===== src/rtl/muldiv_pkg.sv =====
// Shared types and constants for the multicycle MULT/DIV sequencer.
package muldiv_pkg;

    typedef enum logic [2:0] {
        IDLE      = 3'd0,
        MULT_RUN  = 3'd1,
        DIV_RUN   = 3'd2,
        WRITEBACK = 3'd3,
        DIVZERO   = 3'd4
    } muldiv_state_t;

    localparam logic HILO_SEL_MULT = 1'b0;
    localparam logic HILO_SEL_DIV  = 1'b1;

    // Counter width large enough to hold max(a,b)-1, never narrower than one bit.
    function automatic int cnt_width(input int a, input int b);
        int m;
        m = (a > b) ? a : b;
        return (m > 1) ? $clog2(m) : 1;
    endfunction

endpackage


===== src/rtl/op_cycle_counter.sv =====
// Down-counter for fixed-length iterative operations; reports the first and last cycle.
module op_cycle_counter #(
    parameter int W = 5
) (
    input  logic         clk,
    input  logic         reset,
    input  logic         clear_i,
    input  logic         load_i,
    input  logic [W-1:0] value_i,
    input  logic         dec_i,
    output logic         is_zero_o,
    output logic         is_first_o
);

    logic [W-1:0] cnt_q, cnt_d;
    logic         first_q, first_d;

    // NOTE: every variable assigned in always_comb gets a default first, so no latch is inferred.
    always_comb begin
        cnt_d   = cnt_q;
        first_d = first_q;
        if (clear_i) begin
            cnt_d   = '0;
            first_d = 1'b0;
        end else if (load_i) begin
            cnt_d   = value_i;
            first_d = 1'b1;
        end else if (dec_i) begin
            first_d = 1'b0;
            // Saturate at zero: the count is reloaded on every entry, never wrapped.
            if (cnt_q != '0) begin
                cnt_d = cnt_q - 1'b1;
            end
        end
    end

    // NOTE: state registers use non-blocking assignments so all flops update together.
    always_ff @(posedge clk or posedge reset) begin
        if (reset) begin
            cnt_q   <= '0;
            first_q <= 1'b0;
        end else begin
            cnt_q   <= cnt_d;
            first_q <= first_d;
        end
    end

    assign is_zero_o  = (cnt_q == '0);
    assign is_first_o = first_q;

endmodule


===== src/rtl/muldiv_controller.sv =====
// Moore sequencer that runs the iterative MULT/DIV unit and commits its result to HI/LO.
module muldiv_controller
    import muldiv_pkg::*;
#(
    parameter int DATA_W      = 32,
    parameter int MULT_CYCLES = 32,
    parameter int DIV_CYCLES  = 32
) (
    input  logic              clk,
    input  logic              reset,
    input  logic              op_valid,
    input  logic              op_is_div,
    input  logic [DATA_W-1:0] operand_b,
    input  logic              flush,
    output logic              op_ready,
    output logic              busy,
    output logic              mult_start,
    output logic              mult_enable,
    output logic              div_start,
    output logic              div_enable,
    output logic              hi_sel,
    output logic              lo_sel,
    output logic              write_hi,
    output logic              write_lo,
    output logic              div_zero,
    output logic              done
);

    localparam int CNT_W = cnt_width(MULT_CYCLES, DIV_CYCLES);
    localparam logic [CNT_W-1:0] MULT_LOAD = CNT_W'(MULT_CYCLES - 1);
    localparam logic [CNT_W-1:0] DIV_LOAD  = CNT_W'(DIV_CYCLES - 1);

    muldiv_state_t    state_q, state_d;
    logic             op_is_div_q, op_is_div_d;
    logic             accept;
    logic             cnt_clear, cnt_load, cnt_dec;
    logic [CNT_W-1:0] cnt_value;
    logic             cnt_zero, cnt_first;

    op_cycle_counter #(
        .W(CNT_W)
    ) u_cnt (
        .clk       (clk),
        .reset     (reset),
        .clear_i   (cnt_clear),
        .load_i    (cnt_load),
        .value_i   (cnt_value),
        .dec_i     (cnt_dec),
        .is_zero_o (cnt_zero),
        .is_first_o(cnt_first)
    );

    assign accept = (state_q == IDLE) && !flush && op_valid;

    always_ff @(posedge clk or posedge reset) begin
        if (reset) begin
            state_q     <= IDLE;
            op_is_div_q <= 1'b0;
        end else begin
            state_q     <= state_d;
            op_is_div_q <= op_is_div_d;
        end
    end

    always_comb begin
        state_d     = state_q;
        op_is_div_d = op_is_div_q;
        cnt_clear   = 1'b0;
        cnt_load    = 1'b0;
        cnt_value   = MULT_LOAD;
        cnt_dec     = 1'b0;
        case (state_q)
            IDLE: begin
                if (accept) begin
                    op_is_div_d = op_is_div;
                    if (!op_is_div) begin
                        state_d  = MULT_RUN;
                        cnt_load = 1'b1;
                    end else if (operand_b != '0) begin
                        state_d   = DIV_RUN;
                        cnt_load  = 1'b1;
                        cnt_value = DIV_LOAD;
                    end else begin
                        state_d = DIVZERO;
                    end
                end
            end
            MULT_RUN, DIV_RUN: begin
                cnt_dec = 1'b1;
                if (cnt_zero) begin
                    state_d = WRITEBACK;
                end
            end
            WRITEBACK, DIVZERO: state_d = IDLE;
            default:            state_d = IDLE;
        endcase
        // Abort wins over everything; a committing cycle still emits its outputs below.
        if (flush) begin
            state_d   = IDLE;
            cnt_clear = 1'b1;
            cnt_load  = 1'b0;
            cnt_dec   = 1'b0;
        end
    end

    always_comb begin
        op_ready    = 1'b0;
        busy        = 1'b1;
        mult_start  = 1'b0;
        mult_enable = 1'b0;
        div_start   = 1'b0;
        div_enable  = 1'b0;
        hi_sel      = HILO_SEL_MULT;
        lo_sel      = HILO_SEL_MULT;
        write_hi    = 1'b0;
        write_lo    = 1'b0;
        div_zero    = 1'b0;
        done        = 1'b0;
        case (state_q)
            IDLE: begin
                op_ready = !flush;
                busy     = 1'b0;
            end
            MULT_RUN: begin
                mult_enable = 1'b1;
                mult_start  = cnt_first;
            end
            DIV_RUN: begin
                div_enable = 1'b1;
                div_start  = cnt_first;
            end
            WRITEBACK: begin
                hi_sel   = op_is_div_q ? HILO_SEL_DIV : HILO_SEL_MULT;
                lo_sel   = op_is_div_q ? HILO_SEL_DIV : HILO_SEL_MULT;
                write_hi = 1'b1;
                write_lo = 1'b1;
                done     = 1'b1;
            end
            DIVZERO: begin
                div_zero = 1'b1;
                done     = 1'b1;
            end
            default: ;
        endcase
    end

endmodule


===== config.mk =====
export PLATFORM = sky130hd
export DESIGN_NAME = muldiv_controller
export DESIGN_NICKNAME = d
export VERILOG_FILES = /design/src/rtl/muldiv_pkg.sv /design/src/rtl/op_cycle_counter.sv /design/src/rtl/muldiv_controller.sv
export SDC_FILE = /design/constraint.sdc
export NUM_CORES = 1
export LEC_CHECK = 0
export CORE_ASPECT_RATIO = 0.75
export CORE_MARGIN = 2
export CORE_UTILIZATION = 39
export CTS_CLUSTER_SIZE = 24
export DETAILED_ROUTE_END_ITERATION = 12
export GPL_ROUTABILITY_DRIVEN = 0
export PLACE_DENSITY = 0.84
export SLEW_MARGIN = 10
export SYNTH_ARGS = -nofsm -noshare
export SYNTH_HDL_FRONTEND = slang
export SYNTH_SLANG_ARGS = --single-unit

===== constraint.sdc =====
create_clock -name clk -period 2.5 [get_ports clk]
set_input_delay 0.5 -clock clk [delete_from_list [all_inputs] [get_ports clk]]
set_output_delay 0.5 -clock clk [all_outputs]
set_load 0.02 [all_outputs]

==> results of run 1 <==
==> what timing repair did <==
item,in CTS,in global routing
gates resized for setup,0,3
endpoints found under the setup margin,0,3
setup buffers,0,0
==> per-stage QoR <==
step | setup slack, ps | hold WS [ps] | total power, mW | std cells | cell area (um^2)
after global routing | 47.2 | 523 | 0.783 | 151 | 1310
after global placement | 131 | 461 | 0.573 | 147 | 1270
final | 146 | 487 | 0.729 | 151 | 1310
after floorplan | 494 | 340 | 0.466 | 79 | 788
after detailed placement | 136 | 469 | 0.583 | 147 | 1270
after CTS | 4.09 | 487 | 0.734 | 151 | 1300
==> worst paths after layout <==
check / slack [ps] / to / from / depth (start not counted)
min in group asynchronous: 500 / u_cnt.cnt_q[0] / reset / 2
hold / removal: 490 / op_is_div_q / op_is_div_q / 2
setup reg to reg: 840 / u_cnt.cnt_q[1] / u_cnt.cnt_q[0] / 6
setup / recovery: 150 / done / state_q[2] / 3
max in group asynchronous: 1700 / state_q[0] / reset / 2
hold reg to reg: 490 / op_is_div_q / op_is_div_q / 2
==> report_power, final <==
group / total (mW) / internal [mW] / switching (mW)
Sequential: 0.245 / 0.197 / 0.0479
Combinational: 0.334 / 0.196 / 0.138
Clock: 0.150 / 0.0884 / 0.0611
==> cell families (layout without fill, tap and decap cells) <==
group                      count (synthesis)  count (layout)
DFF                                       10              10
AOI/OAI and AO/OA                         11              11
xor gates and xnor gates                   4               4
adders and majority gates                  2               2
buffers and inverters                     11              59
muxes                                      2               2
and+or+nand+nor                           39              39
==> synthesized netlist by cell type <==
cell type	instances	area, um^2
buf_6	2	22.5
mux2_4	1	15.0
nor3_1	1	5.00
or3_1	2	12.5
ha_1	2	25.0
buf_2	2	10.0
and2_1	3	18.8
o22ai_1	1	6.26
buf_4	2	15.0
mux2i_1	1	10.0
nor3_2	1	10.0
nand4_1	2	12.5
a21oi_1	2	10.0
nand2_1	4	15.0
nand3b_1	1	7.51
nand2b_1	2	12.5
xnor2_4	1	27.5
or2_2	1	6.26
dfrtp_1	10	250
and3b_1	1	8.76
nand3_1	1	5.00
o21ai_1	4	20.0
o311ai_4	1	26.3
nor4_2	1	12.5
a211o_1	1	8.76
nor2_1	3	11.3
nor4b_2	1	15.0
xnor2_1	3	26.3
nor4b_4	1	23.8
inv_1	5	18.8
o21ai_2	1	8.76
o21ai_0	1	5.00
nor4_4	1	21.3
nor4_1	9	56.3
nor2b_1	1	6.26
nor3b_1	3	22.5
==> sequential cells by signal, summed over array words and instances (netlist names) <==
signal	flops
op_is_div_q	1
state_q	3
u_cnt.cnt_q	5
u_cnt.is_first_o	1
==> tightest hold or removal path, cell delays in order, from the launching register on <==
cell and delay (ps):
dfrtp_1 350, nand2_1 60, nand2_1 50
==> per-layer routing <==
layer	vias to the layer above	part of all wire, %	track usage [%]
li1	387	-	-
met5	-	0	0
met3	0	7.9	2.74
met4	0	0	5.71
met2	41	51	31.4
met1	351	41	20.8
==> layout make-up <==
type                    count  area (um^2)  area share [%]
well taps                  24         30.0            2.30
multi-input cells          58          472            36.1
flip-flops and latches     10          254            19.4
repair buffers             50          495            37.9
inverters                   5         18.8            1.44
clock buffers               4         36.3            2.78
==> summary.txt, run 1 <==
Drt
  • Starting DRC count in detailed routing: 11
  • ANT nets after route: 0
  • Routed via count: 779
  • DRT Pass-1 Iters: 4
  • Vias per cell: between 5 and 6
  • Remaining DRCs: 0
  • DRT Wirelength: 1940 um
  • Avg WL per Cell: ~13 um

Yosys
  • Avg Inst Size Synth: about 10 um^2
  • Synth Area in Compound Gates: 10.8%
  • Cells after Synth: just under 80
  • Library cells used by synthesis: 36
  • Main combinational cell family by area after synthesis: simple AND/OR/NAND/NOR gates
  • Multiplexer share of the synthesized area: 3.17%
  • Post-Syn Nets: 118
  • Netlist Area Pre-Place: 788 um^2
  • Post-synthesis sequential area ratio: 31.7%
  • Simple-gate share of the synthesized area: a little over a third
  • Yosys reg bits: 10
  • XOR/XNOR Fraction of Synth Area: under 10%
  • Synth Warn #: 0
  • Synth Area in Adders: roughly 3.2%

Clock network
  • Worst-Skew Late Latency: between 200 and 300 ps
  • Clock root buffer: clkbuf_4
  • Clock sink total: 10
  • Htree depth: 1
  • TritonCTS Buffers: 3
  • Clk buf depth: 2
  • Reg clk slew, reported paths: 70 ps
  • CTS tree: built
  • Post-CTS Hold Buffers: 0

Floorplanning
  • # IOs: about 50
  • Die Area: 2400 um^2
  • Die X: 55.9 um
  • Core outline area: 1960 um^2
  • DIE HEIGHT: about 43 um
  • Initial core utilization: between 40% and 50%
  • FP Rows: 14

STA
  • Hold Fails Final Rpt: 0
  • Clk_skew: 6.35 ps
  • Fin. max-slew vios: 0
  • Slew margin rel.: 72.5%
  • RSZ-0062 raised after global routing: no
  • Total negative slack: 0 ps
  • Worst Max-Slew Pin Slew: 411 ps
  • Setup violators final: 0
  • Maximum achievable frequency: 0.425 GHz
  • Period utilization: a little over nine tenths
  • Min Tclk post-route: around 2400 ps

Critical path
  • Worst Path Arrival: 1850 ps
  • WP buf/inv: 1
  • Worst Setup End Kind: output pin
  • Largest fanout on the critical path: 13
  • Worst path required time: 2000 ps
  • Slowest cell delay on critical path: around 540 ps
  • Worst path slowest cell: clkdlybuf4s50_1
  • Crit path max-delay family: simple AND/OR/NAND/NOR gates
  • Nature of the critical path startpoint: flop
  • WS Path Type: reg -> out
  • Worst path cell trace: and3b_1, or2_2, clkdlybuf4s50_1

Pwr
  • Pwr/cell area: 558 nW/um^2
  • LEAKAGE: 0.501 nW
  • Maximum VDD drop: 0.252 mV

Global routing
  • GRT Util Overall: between 15 and 20%
  • Initial antenna violation count: 0
  • First-pass GRT wire length: 3270 um
  • Largest net degree at the start of global routing: 14
  • Number of global-route vias before repair: 799
  • Gr ovfl total: 0

Cells and area
  • Antenna Cells: 0
  • Layout area overhead: 65.7%
  • Commonest cells after routing, fill and taps aside: 48 x clkdlybuf4s50_1, 9 x nor4_1, 7 x dfrtp_1, 5 x inv_1
  • Final nets: 167
  • Fin util: 66.6%
  • Filler cells: 169
  • Layout cells sized above 1: 15.0%
  • Commonest non-fill, non-tap cell in the layout: clkdlybuf4s50_1

Run
  • Max-Cap Viols: 0

Outcome
  • Status: complete, no violations

Hold path
  • HP Class: reg -> reg

Placement
  • IO Port Bufs: 48
  • Post-detail-place hpwl: 1670 um
Power figures use the tool's default switching activity.
==> run 2: changes to the inputs <==
Settings changed: CORE_UTILIZATION 39 to 36, PLACE_DENSITY 0.84 to 0.79.
Clock period 2.5 ns to 2.6 ns, I/O delays scaled along.
==> summary.txt, run 2 (same netlist as run 1, synthesis figures left out) <==
Outcome
  • Status: complete, no violations (unchanged)

Drt
  • Remaining DRCs: 0 (unchanged)
  • DRT Pass-1 Iters: 4 (unchanged)
  • DRT Wirelength: 1980 um (was 1940 um)
  • Routed via count: 781 (was 779)
  • ANT nets after route: 0 (unchanged)
  • Vias per cell: 5.17 (was 5.16)
  • Starting DRC count in detailed routing: 15 (was 11)
  • Avg WL per Cell: 13.1 um (was 12.9 um)

Clock network
  • Clk buf depth: 2 (unchanged)
  • Worst-Skew Late Latency: 270 ps (about the same)
  • Post-CTS Hold Buffers: 0 (unchanged)
  • Htree depth: 1 (unchanged)
  • Clock root buffer: clkbuf_4 (unchanged)
  • Reg clk slew, reported paths: 70 ps (about the same)
  • TritonCTS Buffers: 3 (unchanged)
  • Clock sink total: 10 (unchanged)
  • CTS tree: built (unchanged)

Pwr
  • Pwr/cell area: 537 nW/um^2 (was 558 nW/um^2)
  • Maximum VDD drop: 0.316 mV (was 0.252 mV)
  • LEAKAGE: 0.504 nW (was 0.501 nW)

Critical path
  • Critical Path Source: state_q[0] (was state_q[2])
  • Worst Setup End Kind: output pin (unchanged)
  • Worst path required time: 2080 ps (was 2000 ps)
  • Slowest cell delay on critical path: 620 ps (was 540 ps)
  • Crit path depth: 3 (unchanged)
  • R2r setup slk: 930 ps (was 840 ps)
  • Nature of the critical path startpoint: flop (unchanged)
  • Setup crit end: mult_start (was done)
  • FF-to-FF Start: u_cnt.cnt_q[0] (unchanged)
  • WP buf/inv: 1 (unchanged)
  • Worst reg-to-reg path cell count: 6 (unchanged)
  • Worst path cell trace: nor3b_1, and2_1, clkdlybuf4s50_1 (was and3b_1, or2_2, clkdlybuf4s50_1)
  • Worst reg2reg path endpoint: u_cnt.cnt_q[1] (unchanged)
  • Crit path max-delay family: flip-flops (was simple AND/OR/NAND/NOR gates)
  • Worst path slowest cell: dfrtp_1 (was clkdlybuf4s50_1)
  • Worst Path Arrival: 1940 ps (was 1850 ps)
  • WS Path Type: reg -> out (unchanged)
  • Largest fanout on the critical path: 9 (was 13)

STA
  • Hold Fails Final Rpt: 0 (unchanged)
  • RSZ-0062 raised after global routing: no (unchanged)
  • Maximum achievable frequency: 0.406 GHz
  • Min Tclk post-route: 2460 ps
  • Total negative slack: 0 ps (unchanged)
  • Fin. max-slew vios: 0 (unchanged)
  • Slew margin rel.: 70.2% (was 72.5%)
  • Period utilization: 94.6%
  • Worst Max-Slew Pin Slew: 446 ps (was 411 ps)
  • Setup violators final: 0 (unchanged)
  • Clk_skew: 3.00 ps (was 6.35 ps)

Cells and area
  • Commonest cells after routing, fill and taps aside: 48 x clkdlybuf4s50_1, 9 x nor4_1, 9 x dfrtp_1, 5 x inv_1 (was 48 x clkdlybuf4s50_1, 9 x nor4_1, 7 x dfrtp_1, 5 x inv_1)
  • Layout cells sized above 1: 13.4% (was 15.0%)
  • Max reg flops: 5 (unchanged)
  • Top Registers: u_cnt.cnt_q x5, state_q x3 (unchanged)
  • Non-filler cells, final: 151 (unchanged)
  • Layout area overhead: 65.4% (was 65.7%)
  • Antenna Cells: 0 (unchanged)
  • Biggest register: u_cnt.cnt_q (unchanged)
  • Commonest non-fill, non-tap cell in the layout: clkdlybuf4s50_1 (unchanged)
  • Final nets: 167 (unchanged)

Global routing
  • First-pass GRT wire length: 3270 um (unchanged)
  • Gr ovfl total: 0 (unchanged)
  • Number of global-route vias before repair: 812 (was 799)
  • Largest net degree at the start of global routing: 14 (unchanged)
  • Initial antenna violation count: 0 (unchanged)
  • GRT Util Overall: 17.3% (was 17.2%)

Hold path
  • HP Class: reg -> reg (unchanged)

Floorplanning
  • DIE HEIGHT: 44.5 um (was 42.9 um)
  • Core outline area: 2030 um^2 (was 1960 um^2)
  • FP Rows: 14 (unchanged)
  • # IOs: 49 (unchanged)
  • Initial core utilization: 38.8% (was 40.2%)
  • Die X: 58.0 um (was 55.9 um)
  • Die Area: 2580 um^2 (was 2400 um^2)

Placement
  • Placed Cells: 147 (unchanged)
  • Post-detail-place hpwl: 1680 um (was 1670 um)
  • IO Port Bufs: 48 (unchanged)

Run
  • Max-Cap Viols: 0 (unchanged)
[run 2: tightest hold or removal path, delay by kind of cell, from the launching register on]
| family | cells | cell delay [ps] |
|---|---|---|
| flip-flops | 1 | 350 |
| AND/OR/NAND/NOR | 2 | 100 |
[run 2: how the worst min path moves through the flow]
stage	depth (start not counted)	from	end	slack (ps)
4_1_cts	2	op_is_div_q	op_is_div_q	490
6_report	2	op_is_div_q	op_is_div_q	480
3_5_place_dp	2	op_is_div_q	op_is_div_q	470
2_1_floorplan	1	reset	op_is_div_q	360
3_3_place_gp	2	op_is_div_q	op_is_div_q	460
5_1_grt	2	op_is_div_q	op_is_div_q	520
[run 2: metrics by stage]
stage / setup slack, ps / power, mW / hold slack, ps / utilization, % / area, um^2
floorplan: 574 / 0.448 / 360 / - / 788
global placement: 183 / 0.551 / 456 / 62.3 / 1270
detailed placement: 158 / 0.564 / 474 / 62.3 / 1270
CTS: 48.2 / 0.708 / 491 / 64.1 / 1300
global route: 4.86 / 0.747 / 523 / 64.2 / 1300
finish: 140 / 0.700 / 484 / 64.2 / 1300
[run 2: final cells by class]
| cell class | count | area, um^2 |
|---|---|---|
| Timing Repair Buffer | 50 | 495 |
| Fill cell | 183 | 728 |
| Clock buffer | 4 | 36.3 |
| Inverter | 5 | 18.8 |
| Tap cell | 24 | 30.0 |
| Multi-Input combinational cell | 58 | 472 |
| Sequential cell | 10 | 251 |
[run 2: per-layer routing]
metal / wire length (um) / global-route usage, %
met2: 954 / 32.0
met3: 196 / 5.26
met4: 43 / 9.77
met5: 0 / 0
met1: 783 / 17.4
[run 2: timing repair]
action / in CTS / in global routing
setup endpoints to repair: 0 / 1
setup buffers: 0 / 0
gates resized for setup: 0 / 1
hold endpoints to repair: 0 / 0
[run 2: where the power goes]
| group | internal [mW] | switching [mW] | leakage, nW | total (mW) |
|---|---|---|---|---|
| Clock | 0.0852 | 0.0553 | 0.0210 | 0.140 |
| Combinational | 0.190 | 0.134 | 0.355 | 0.324 |
| Sequential | 0.189 | 0.0469 | 0.128 | 0.236 |
| Total | 0.464 | 0.236 | 0.504 | 0.700 |
==> run 3: changes to the inputs <==
Settings changed: CORE_MARGIN 2 to unset.
==> summary.txt, run 3 (same netlist as run 1, synthesis figures left out) <==
Cells and area
  • Post-route design area: 1310 um^2 (was 1300 um^2)
  • Top Registers: u_cnt.cnt_q x5, state_q x3 (unchanged)
  • Max reg flops: 5 (unchanged)
  • Filler cells: 180 (was 183)
  • Antenna Cells: 0 (unchanged)
  • Biggest register: u_cnt.cnt_q (unchanged)
  • Commonest non-fill, non-tap cell in the layout: clkdlybuf4s50_1 (unchanged)
  • Layout cells sized above 1: 13.3% (was 13.4%)
  • Commonest cells after routing, fill and taps aside: 48 x clkdlybuf4s50_1, 10 x dfrtp_1, 9 x nor4_1, 5 x inv_1 (was 48 x clkdlybuf4s50_1, 9 x nor4_1, 9 x dfrtp_1, 5 x inv_1)
  • Final nets: 168 (was 167)
  • Layout area overhead: 66.2% (was 65.4%)

Critical path
  • Worst reg-to-reg path cell count: 6 (unchanged)
  • R2r setup slk: 940 ps (was 930 ps)
  • Critical Path Source: state_q[0] (unchanged)
  • Largest fanout on the critical path: 9 (unchanged)
  • Nature of the critical path startpoint: flop (unchanged)
  • FF-to-FF Start: u_cnt.cnt_q[0] (unchanged)
  • WS Path Type: reg -> out (unchanged)
  • Worst reg2reg path endpoint: u_cnt.cnt_q[1] (unchanged)
  • Worst Setup End Kind: output pin (unchanged)
  • Worst path required time: 2080 ps (about the same)
  • Worst Path Arrival: 2000 ps (was 1940 ps)

Hold path
  • Hold_sp: op_is_div_q (unchanged)
  • HP Class: reg -> reg (unchanged)
  • Hold path depth: 2 (unchanged)
  • Hold worst-path end: op_is_div_q (unchanged)

Drt
  • Vias per cell: 5.11 (was 5.17)
  • Avg WL per Cell: 13.3 um (was 13.1 um)
  • Routed via count: 776 (was 781)
  • Remaining DRCs: 0 (unchanged)
  • DRT Pass-1 Iters: 4 (unchanged)
  • Starting DRC count in detailed routing: 13 (was 15)
  • ANT nets after route: 0 (unchanged)
  • DRT Wirelength: 2010 um (was 1980 um)

Pwr
  • Reg power frac: 33.4% (was 33.7%)
  • Clock network fraction of total power: 20.4% (was 20.1%)
  • Sw Share: 34.4% (was 33.8%)
  • Maximum VDD drop: 0.357 mV (was 0.316 mV)
  • LEAKAGE: 0.511 nW (was 0.504 nW)
  • Pint: 0.464 mW (about the same)
  • Net Switching: 0.243 mW (was 0.236 mW)
  • Combinational fraction of design power: 46.2% (about the same)
  • Pwr/cell area: 540 nW/um^2 (was 537 nW/um^2)

Floorplanning
  • Die X: 56.0 um (was 58.0 um)
  • Die Area: 2380 um^2 (was 2580 um^2)
  • DIE HEIGHT: 42.5 um (was 44.5 um)
  • FP Rows: 14 (unchanged)
  • Core outline area: 2030 um^2 (unchanged)
  • Initial core utilization: 38.8% (unchanged)
  • # IOs: 49 (unchanged)

Clock network
  • Resize count post-CTS: 0 (unchanged)
  • TritonCTS Buffers: 3 (unchanged)
  • Clock sink total: 10 (unchanged)
  • Post-CTS Hold Buffers: 0 (unchanged)
  • Clock root buffer: clkbuf_4 (unchanged)
  • Worst-Skew Late Latency: 270 ps (about the same)
  • Clk buf depth: 2 (unchanged)
  • Htree depth: 1 (unchanged)
  • Post-CTS Setup Inserts: 0 (unchanged)
  • Reg clk slew, reported paths: 70 ps (about the same)
  • CTS tree: built (unchanged)

STA
  • Worst Max-Slew Pin Slew: 447 ps (was 446 ps)
  • Setup violators final: 0 (unchanged)
  • RSZ-0062 raised after global routing: no (unchanged)
  • Hold Fails Final Rpt: 0 (unchanged)
  • Slew margin rel.: 70.2% (about the same)
  • Period utilization: 96.8% (was 94.6%)
  • Fin. max-slew vios: 0 (unchanged)
  • Min Tclk post-route: 2520 ps (was 2460 ps)
  • Clk_skew: 3.10 ps (was 3.00 ps)
  • Total negative slack: 0 ps (unchanged)
  • Maximum achievable frequency: 0.397 GHz (was 0.406 GHz)

Global routing
  • Number of global-route vias before repair: 792 (was 812)
  • First-pass GRT wire length: 3220 um (was 3270 um)
  • Gr ovfl total: 0 (unchanged)
  • GRT Util Overall: 17.8% (was 17.3%)
  • Largest net degree at the start of global routing: 11 (was 14)
  • Initial antenna violation count: 0 (unchanged)

Outcome
  • Status: complete, no violations (unchanged)

Run
  • Max-Cap Viols: 0 (unchanged)

Placement
  • Post-detail-place hpwl: 1740 um (was 1680 um)
  • IO Port Bufs: 48 (unchanged)
  • Dpl cell area: 1270 um^2 (about the same)
[run 3: layout make-up]
cell class | instances | area [um^2] | share of cell area, %
Timing Repair Buffer | 51 | 503 | 38.4
Multi-Input combinational cell | 58 | 472 | 36.0
Clock buffer | 4 | 36.3 | 2.77
Inverter | 5 | 18.8 | 1.43
Tap cell | 24 | 30.0 | 2.29
Sequential cell | 10 | 250 | 19.1
[run 3: how the worst max path moves through the flow]
stage            endpoint  cells past startpoint
2_1_floorplan  mult_start                      3
3_3_place_gp     op_ready                      3
3_5_place_dp     op_ready                      3
4_1_cts            hi_sel                      3
5_1_grt            hi_sel                      3
6_report           hi_sel                      3
[run 3: power by group through the flow]
stage	combinational [mW]	sequential, mW	clock (mW)
after floorplan	0.231	0.217	0
after global placement	0.316	0.236	0
after detailed placement	0.327	0.239	0
after CTS	0.329	0.236	0.148
after global routing	0.352	0.240	0.157
final	0.326	0.236	0.145
[run 3: routing by layer]
layer	vias to the layer above	wire (um)	track usage, %	share of wire, %
met5	-	0	0	0
met4	0	33	7.32	1.6
met3	4	118	3.70	5.9
met2	37	951	31.4	47
met1	354	911	21.2	45
li1	381	-	-	-
[run 3: critical path: stages, from the launching register on]
cell and delay, ps:
dfrtp_1 620, and3b_1 290, and2_1 180, clkdlybuf4s50_1 630
[run 3: through the flow]
stage	hold WS, ps	util (%)	std cells	setup slack [ps]	power (mW)
detailed placement	459	62.7	148	191	0.566
global route	498	64.5	152	11.1	0.750
CTS	478	64.5	152	72.4	0.713
finish	474	64.5	152	82.6	0.707
global placement	456	62.7	148	190	0.552
floorplan	360	-	79	574	0.448
